$ cat src/rtl/mem_stage.sv
// =============================================================================
// mem_stage -- memory-access pipeline stage (downstream of execute)
//
// Purpose:
//   Takes the ALU result, store data and control from execute. Non-memory
//   instructions pass straight through with one cycle of latency. Loads and
//   stores drive the data bus with a req/gnt/rvalid handshake. Store data is
//   replicated across byte lanes and load data is sign- or zero-extended.
//   The result is registered for write-back as a single-cycle out_valid pulse.
//   Execute is held off (in_ready=0) while a bus transaction is outstanding.
//
// Optional feature (compile-time macro):
//   MEM_STAGE_MISALIGN_TRAP_EN
//     Defined   : a misaligned half or word access never reaches the bus. It
//                 completes in one cycle as a pass-through with
//                 out_misalign=1, out_rf_en=0 and out_ld_data=0.
//     Undefined : out_misalign is always 0. The low address bits are dropped
//                 and the access is issued word-aligned.
//
// Ports:
//   clk, rst            clock; synchronous active-high reset
//   in_valid/in_ready   handshake with execute
//   opr_res, opr_b      ALU result (effective address) and store data
//   rd, rf_en, wb_sel   write-back control, propagated to the outputs
//   dm_en, dm_we        memory access enable / store select
//   dm_size             funct3 access size (stores use bits [1:0])
//   dbus_*              data-memory bus (req/gnt/rvalid handshake)
//   out_*               registered results for write-back
// =============================================================================
module mem_stage #(
    parameter int DATA_WIDTH = 32,
    parameter int BE_WIDTH   = DATA_WIDTH / 8
) (
    input  logic                  clk,
    input  logic                  rst,
    input  logic                  in_valid,
    output logic                  in_ready,
    input  logic [DATA_WIDTH-1:0] opr_res,
    input  logic [DATA_WIDTH-1:0] opr_b,
    input  logic [4:0]            rd,
    input  logic                  rf_en,
    input  logic                  dm_en,
    input  logic                  dm_we,
    input  logic [2:0]            dm_size,
    input  logic [1:0]            wb_sel,
    output logic                  dbus_req,
    output logic                  dbus_we,
    output logic [DATA_WIDTH-1:0] dbus_addr,
    output logic [BE_WIDTH-1:0]   dbus_be,
    output logic [DATA_WIDTH-1:0] dbus_wdata,
    input  logic                  dbus_gnt,
    input  logic                  dbus_rvalid,
    input  logic [DATA_WIDTH-1:0] dbus_rdata,
    output logic                  out_valid,
    output logic [DATA_WIDTH-1:0] out_opr_res,
    output logic [DATA_WIDTH-1:0] out_ld_data,
    output logic [4:0]            out_rd,
    output logic                  out_rf_en,
    output logic [1:0]            out_wb_sel,
    output logic                  out_misalign
);

    localparam logic [DATA_WIDTH-1:0] ZERO_W = {DATA_WIDTH{1'b0}};

    typedef enum logic [1:0] {
        ST_IDLE = 2'd0,
        ST_REQ  = 2'd1,
        ST_RSP  = 2'd2
    } state_t;

    // ---------------------------------------------------------------------
    // Helper functions. Only size[1:0] matters for lane selection, so
    // reserved load sizes (011, 110, 111) fall into the word case.
    // ---------------------------------------------------------------------
    function automatic logic [BE_WIDTH-1:0] store_be(input logic [2:0] size,
                                                     input logic [1:0] off);
        case (size[1:0])
            2'b00:   return 4'b0001 << off;
            // off[0] is dropped so that a half access never straddles lanes
            2'b01:   return 4'b0011 << {off[1], 1'b0};
            default: return 4'b1111;
        endcase
    endfunction

    function automatic logic [DATA_WIDTH-1:0] store_data(input logic [2:0] size,
                                                         input logic [DATA_WIDTH-1:0] data);
        case (size[1:0])
            2'b00:   return {4{data[7:0]}};
            2'b01:   return {2{data[15:0]}};
            default: return data;
        endcase
    endfunction

    function automatic logic [DATA_WIDTH-1:0] load_extend(input logic [2:0] size,
                                                          input logic [1:0] off,
                                                          input logic [DATA_WIDTH-1:0] rdata);
        logic [DATA_WIDTH-1:0] byte_sh;
        logic [DATA_WIDTH-1:0] half_sh;
        logic [7:0]            b;
        logic [15:0]           h;
        byte_sh = rdata >> {off, 3'b000};
        half_sh = rdata >> {off[1], 4'b0000};
        b       = byte_sh[7:0];
        h       = half_sh[15:0];
        // size[2] set means the unsigned variants LBU/LHU
        case (size[1:0])
            2'b00:   return size[2] ? {24'h000000, b} : {{24{b[7]}}, b};
            2'b01:   return size[2] ? {16'h0000, h}   : {{16{h[15]}}, h};
            default: return rdata;
        endcase
    endfunction

    function automatic logic is_misaligned(input logic [2:0] size,
                                           input logic [1:0] off);
        case (size[1:0])
            2'b00:   return 1'b0;
            2'b01:   return off[0];
            default: return (off != 2'b00);
        endcase
    endfunction

    // ---------------------------------------------------------------------
    // Signals
    // ---------------------------------------------------------------------
    state_t                  state_r;
    state_t                  state_next_s;
    logic                    in_ready_s;
    logic                    req_s;
    logic                    misalign_s;
    logic                    done_s;

    logic                    dbus_we_r;
    logic [DATA_WIDTH-1:0]   dbus_addr_r;
    logic [BE_WIDTH-1:0]     dbus_be_r;
    logic [DATA_WIDTH-1:0]   dbus_wdata_r;
    logic [2:0]              size_r;
    logic [1:0]              off_r;
    logic [DATA_WIDTH-1:0]   opr_res_r;
    logic [4:0]              rd_r;
    logic                    rf_en_r;
    logic [1:0]              wb_sel_r;

    logic                    out_valid_r;
    logic [DATA_WIDTH-1:0]   out_opr_res_r;
    logic [DATA_WIDTH-1:0]   out_ld_data_r;
    logic [4:0]              out_rd_r;
    logic                    out_rf_en_r;
    logic [1:0]              out_wb_sel_r;
    logic                    out_misalign_r;

`ifdef MEM_STAGE_MISALIGN_TRAP_EN
    assign misalign_s = dm_en && is_misaligned(dm_size, opr_res[1:0]);
`else
    assign misalign_s = 1'b0;
`endif

    // A transaction finishes on rvalid in RSP, or on gnt+rvalid together in REQ
    assign done_s = ((state_r == ST_REQ) && dbus_gnt && dbus_rvalid) ||
                    ((state_r == ST_RSP) && dbus_rvalid);

    // State register
    always_ff @(posedge clk) begin
        if (rst) begin
            state_r <= ST_IDLE;
        end else begin
            state_r <= state_next_s;
        end
    end

    // Next-state logic
    always_comb begin
        state_next_s = state_r;
        case (state_r)
            ST_IDLE: begin
                if (in_valid && dm_en && !misalign_s) begin
                    state_next_s = ST_REQ;
                end else begin
                    state_next_s = ST_IDLE;
                end
            end
            ST_REQ: begin
                if (dbus_gnt && dbus_rvalid) begin
                    state_next_s = ST_IDLE;
                end else if (dbus_gnt) begin
                    state_next_s = ST_RSP;
                end else begin
                    state_next_s = ST_REQ;
                end
            end
            ST_RSP: begin
                if (dbus_rvalid) begin
                    state_next_s = ST_IDLE;
                end else begin
                    state_next_s = ST_RSP;
                end
            end
            default: state_next_s = ST_IDLE;
        endcase
    end

    // Output decode from the current state
    always_comb begin
        in_ready_s = 1'b0;
        req_s      = 1'b0;
        case (state_r)
            ST_IDLE: in_ready_s = 1'b1;
            ST_REQ:  req_s      = 1'b1;
            ST_RSP:  req_s      = 1'b0;
            default: in_ready_s = 1'b0;
        endcase
    end

    // Request capture and write-back result registers
    always_ff @(posedge clk) begin
        if (rst) begin
            dbus_we_r      <= 1'b0;
            dbus_addr_r    <= ZERO_W;
            dbus_be_r      <= 4'b0000;
            dbus_wdata_r   <= ZERO_W;
            size_r         <= 3'b000;
            off_r          <= 2'b00;
            opr_res_r      <= ZERO_W;
            rd_r           <= 5'd0;
            rf_en_r        <= 1'b0;
            wb_sel_r       <= 2'b00;
            out_valid_r    <= 1'b0;
            out_opr_res_r  <= ZERO_W;
            out_ld_data_r  <= ZERO_W;
            out_rd_r       <= 5'd0;
            out_rf_en_r    <= 1'b0;
            out_wb_sel_r   <= 2'b00;
            out_misalign_r <= 1'b0;
        end else begin
            // out_valid, out_rf_en and out_misalign are one-cycle pulses
            out_valid_r    <= 1'b0;
            out_rf_en_r    <= 1'b0;
            out_misalign_r <= 1'b0;
            if ((state_r == ST_IDLE) && in_valid) begin
                if (!dm_en || misalign_s) begin
                    // Pass-through, including trapped misaligned accesses
                    out_valid_r    <= 1'b1;
                    out_opr_res_r  <= opr_res;
                    out_ld_data_r  <= ZERO_W;
                    out_rd_r       <= rd;
                    out_rf_en_r    <= rf_en && !misalign_s;
                    out_wb_sel_r   <= wb_sel;
                    out_misalign_r <= misalign_s;
                end else begin
                    // Bus fields are held from here until the next accept
                    dbus_we_r    <= dm_we;
                    dbus_addr_r  <= {opr_res[DATA_WIDTH-1:2], 2'b00};
                    dbus_be_r    <= dm_we ? store_be(dm_size, opr_res[1:0]) : 4'b1111;
                    dbus_wdata_r <= dm_we ? store_data(dm_size, opr_b) : ZERO_W;
                    size_r       <= dm_size;
                    off_r        <= opr_res[1:0];
                    opr_res_r    <= opr_res;
                    rd_r         <= rd;
                    rf_en_r      <= rf_en;
                    wb_sel_r     <= wb_sel;
                end
            end else if (done_s) begin
                out_valid_r   <= 1'b1;
                out_opr_res_r <= opr_res_r;
                out_ld_data_r <= dbus_we_r ? ZERO_W : load_extend(size_r, off_r, dbus_rdata);
                out_rd_r      <= rd_r;
                out_rf_en_r   <= rf_en_r;
                out_wb_sel_r  <= wb_sel_r;
            end else begin
                out_valid_r <= 1'b0;
            end
        end
    end

    assign in_ready     = in_ready_s;
    assign dbus_req     = req_s;
    assign dbus_we      = dbus_we_r;
    assign dbus_addr    = dbus_addr_r;
    assign dbus_be      = dbus_be_r;
    assign dbus_wdata   = dbus_wdata_r;
    assign out_valid    = out_valid_r;
    assign out_opr_res  = out_opr_res_r;
    assign out_ld_data  = out_ld_data_r;
    assign out_rd       = out_rd_r;
    assign out_rf_en    = out_rf_en_r;
    assign out_wb_sel   = out_wb_sel_r;
    assign out_misalign = out_misalign_r;

endmodule

$ cat config.mk
export PLATFORM = sky130hd
export DESIGN_NAME = mem_stage
export DESIGN_NICKNAME = d
export VERILOG_FILES = /design/src/rtl/mem_stage.sv
export SDC_FILE = /design/constraint.sdc
export NUM_CORES = 1
export LEC_CHECK = 0
export BUFFER_PORTS_ARGS = -buffer_cell sky130_fd_sc_hd__buf_2
export CAP_MARGIN = 20
export CORE_MARGIN = 5
export CORE_UTILIZATION = 35
export CTS_CLUSTER_SIZE = 30
export DETAILED_ROUTE_END_ITERATION = 10
export PLACE_DENSITY_LB_ADDON = 0.3
export SYNTH_ARGS = -nofsm -noshare
export SYNTH_HDL_FRONTEND = slang
export SYNTH_SLANG_ARGS = --single-unit
$ cat constraint.sdc
create_clock -name clk -period 1.9 [get_ports clk]
set_clock_uncertainty 0.15 [all_clocks]
set_input_delay 0.19 -clock clk [delete_from_list [all_inputs] [get_ports clk]]
set_output_delay 0.19 -clock clk [all_outputs]
set_load 0.005 [all_outputs]
==> impl_metrics.csv <==
group,metric,value,unit
sta,hold_viol_final,0,
power,ir_drop,0.000597,V
layout,finalNetCount,1203,
worst_setup_path,start_kind,"flop",
logic_synthesis,avgSynthCellArea,8.94,sq um
clocking,tritoncts,"yes",
worst_setup_path,worstPathCellList,"or4b_1 -> o211ai_4 -> buf_12 -> nor2_1 -> a211oi_1",
place,preCtsSetupSlack,-16.6,ps
sta,setup_tns,-11.9,ps
worst_setup_path,cp-end-kind,"flop",
clocking,clock_latency,420,ps
floorplanning,start_util,35.9,%
power,power_density,810,nW/um^2
detailed_routing,drt_iter0_markers,301,
floorplanning,ios,259,
logic_synthesis,ys_types,42,
clocking,cts_root_buffer,"clkbuf_16",
detailed_routing,vias,6650,
place,io_buffers,255,
worst_setup_path,arrival,2100,ps
sta,min_period,1910,ps
clocking,clkTransAtPathRegs,60,ps
clocking,clkSinkCount,155,
detailed_routing,via_per_inst,4.88,
clocking,clk_path_buf_depth,2,
global_routing,grt_pass1_wl,33800,um
floorplanning,die_area,22200,sq um
logic_synthesis,synth_area,6760,sq um
run,cap_violations,0,
worst_setup_path,worstPathMaxFanout,69,
global_routing,grt_max_degree,84,
detailed_routing,drc,0,
floorplanning,die_y,149,um
global_routing,antenna_found_initial,1,
worst_setup_path,path_class,"reg -> reg",
layout,stdcell_count,1364,
floorplanning,die_x,149,um
sta,worst_pin_slew,696,ps
power,cellLeakagePower,0.00440,uW
run_status,outcome,"finished, violations left",
worst_setup_path,cp_slowest_stage_delay,560,ps
sta,worst_slack,-11.9,ps
logic_synthesis,synth-edff-count,0,
logic_synthesis,seq_area_frac_synth,45.9,%
worst_setup_path,path_buf_inv,1,
worst_setup_path,critPathSlowestCell,"or4b_1",
sta,slew_viol_final,0,
global_routing,grt_pass1_vias,6611,
min_path,hold_path_class,"in -> reg",
clocking,cts_buffers,17,
sta,setup_viol,1,
sta,slew_headroom,53.5,%
place,hpwl,14800,um
sta,fmax,523,MHz
layout,post-route-util,52.5,%
layout,drive_gt1_share,33.1,%
logic_synthesis,async_flop_share,0,%
global_routing,grt_overflow,0,
detailed_routing,wire_per_inst,16.1,um
place,dp.cells,1241,
floorplanning,rows,50,
logic_synthesis,synth-seq-cells,155,
sta,rsz0062_at_grt,"yes",
detailed_routing,drt-total-wl,21900,um
clocking,cts_htree_levels,4,
worst_setup_path,critical_path.top_delay_family,"simple AND/OR/NAND/NOR gates",
global_routing,track_usage,18.9,%
detailed_routing,detail-route-antenna-nets,0,
logic_synthesis,synth_ff_type,"dfxtp_1",
logic_synthesis,ys_warn_count,0,
place,gp_congestion,0.789,
run_status,violations,"negative setup slack",
detailed_routing,dr.pass1.iters,5,
layout,synthToLayoutAreaGrowth,46.5,%
sta,fin_crit_sh,101,%
logic_synthesis,synthCells,756,
worst_setup_path,critPathRequiredTime,2080,ps
floorplanning,core_area,18800,sq um
-- cells in the mapped netlist, types with 2 or more instances --
cell type    n  area (sq um)
dfxtp_1    155          3100
nand2_1    130           488
a21oi_1     73           365
nor2_1      55           206
mux2i_1     54           541
a211oi_1    43           323
clkbuf_1    40           150
mux2_2      33           372
nand3_1     26           130
nor2b_1     23           144
o2bb2ai_1   22           193
nand2b_1    19           119
buf_2       16          80.1
o21ai_0     10          50.1
a2bb2oi_1    8          70.1
a32o_1       8          80.1
buf_1        5          18.8
inv_1        5          18.8
buf_4        4          30.0
nor3b_1      4          30.0
nand3b_1     2          15.0
-- cell type report --
type                            instances  area (sq um)
Timing Repair Buffer                  378          2500
Clock inverter                         11          97.6
Antenna cell                            2          5.00
Inverter                                5          18.8
Clock buffer                           21           450
Tap cell                              260           325
Fill cell                            1751          8940
Sequential cell                       155          3100
Multi-Input combinational cell        532          3390
-- metrics by stage --
stage | cell area (sq um) | hold WS (ps) | total power, uW
2_1_floorplan | 6760 | 118 | 4210
3_3_place_gp | 8430 | 286 | 4730
3_5_place_dp | 8430 | 283 | 4740
4_1_cts | 9870 | 3.48 | 8080
5_1_grt | 9890 | 6.32 | 8360
6_report | 9890 | 23.0 | 8010
-- state kept, by name (all words and copies together) (netlist names), 2 cells and up --
signal       cells
out_opr_res     32
out_wb_sel       2
rd_r             5
opr_res_r       31
out_rd           5
size_r           3
dbus_be          4
state_r          2
out_ld_data     32
wb_sel_r         2
dbus_wdata      32
-- cell usage in the layout, fill, tap and decap left out, drive strengths merged, types with 10 or more instances in the layout --
| master | netlist | routed |
|---|---|---|
| buf | 26 | 289 |
| a21oi | 73 | 73 |
| nand2 | 130 | 130 |
| a211oi | 43 | 43 |
| o21ai | 10 | 10 |
| nor2 | 55 | 55 |
| dlygate4sd3 | 0 | 89 |
| mux2 | 33 | 33 |
| mux2i | 54 | 54 |
| nand3 | 26 | 26 |
| o2bb2ai | 22 | 22 |
| nor2b | 23 | 23 |
| dfxtp | 155 | 155 |
| nand2b | 20 | 20 |
| clkbuf | 40 | 21 |
-- layer usage --
metal	wire, um	vias to the layer above	track usage, %	share of wire, %
li1	-	3315	-	-
met1	9570	3077	23.3	44
met2	10300	213	31.1	47
met3	1370	45	5.38	6.3
met4	660	0	7.64	3.0
met5	0	-	0	0
-- final timing paths --
path | startpoint | endpoint | slack [ps] | cells past startpoint
setup / recovery | state_r[1] | out_rd[2] | -10 | 5
hold / removal | opr_b[27] | dbus_wdata[27] | 20 | 4
setup reg to reg | state_r[1] | out_rd[2] | -10 | 5
hold reg to reg | dbus_wdata[7] | dbus_wdata[7] | 300 | 2
-- kinds of logic after synthesis --
family,after synthesis,synth area share [%]
AOI/OAI and AO/OA,175,17.9
buffers and inverters,71,4.57
DFF,155,45.9
muxes,87,13.5
other,1,0.0555
and+or+nand+nor,267,18.0
-- where the power goes --
group	internal, uW	switching [uW]
sequential	3410	92.1
combinational	653	652
clock	1830	1370
total	5900	2110
-- tightest hold or removal path: cells and delay by family --
family	cells	cell delay (ps)
mux	1	70
compound gates	1	130
simple gates	1	80
buf+inv	1	80
-- what timing repair did --
item	4_1_cts	5_1_grt
setup endpoints to repair	4	58
resized for setup	0	4
setup buffers	0	0
hold buffers	89	0
hold endpoints to repair	126	0
pin swaps	0	0
Power figures use the tool's default switching activity.
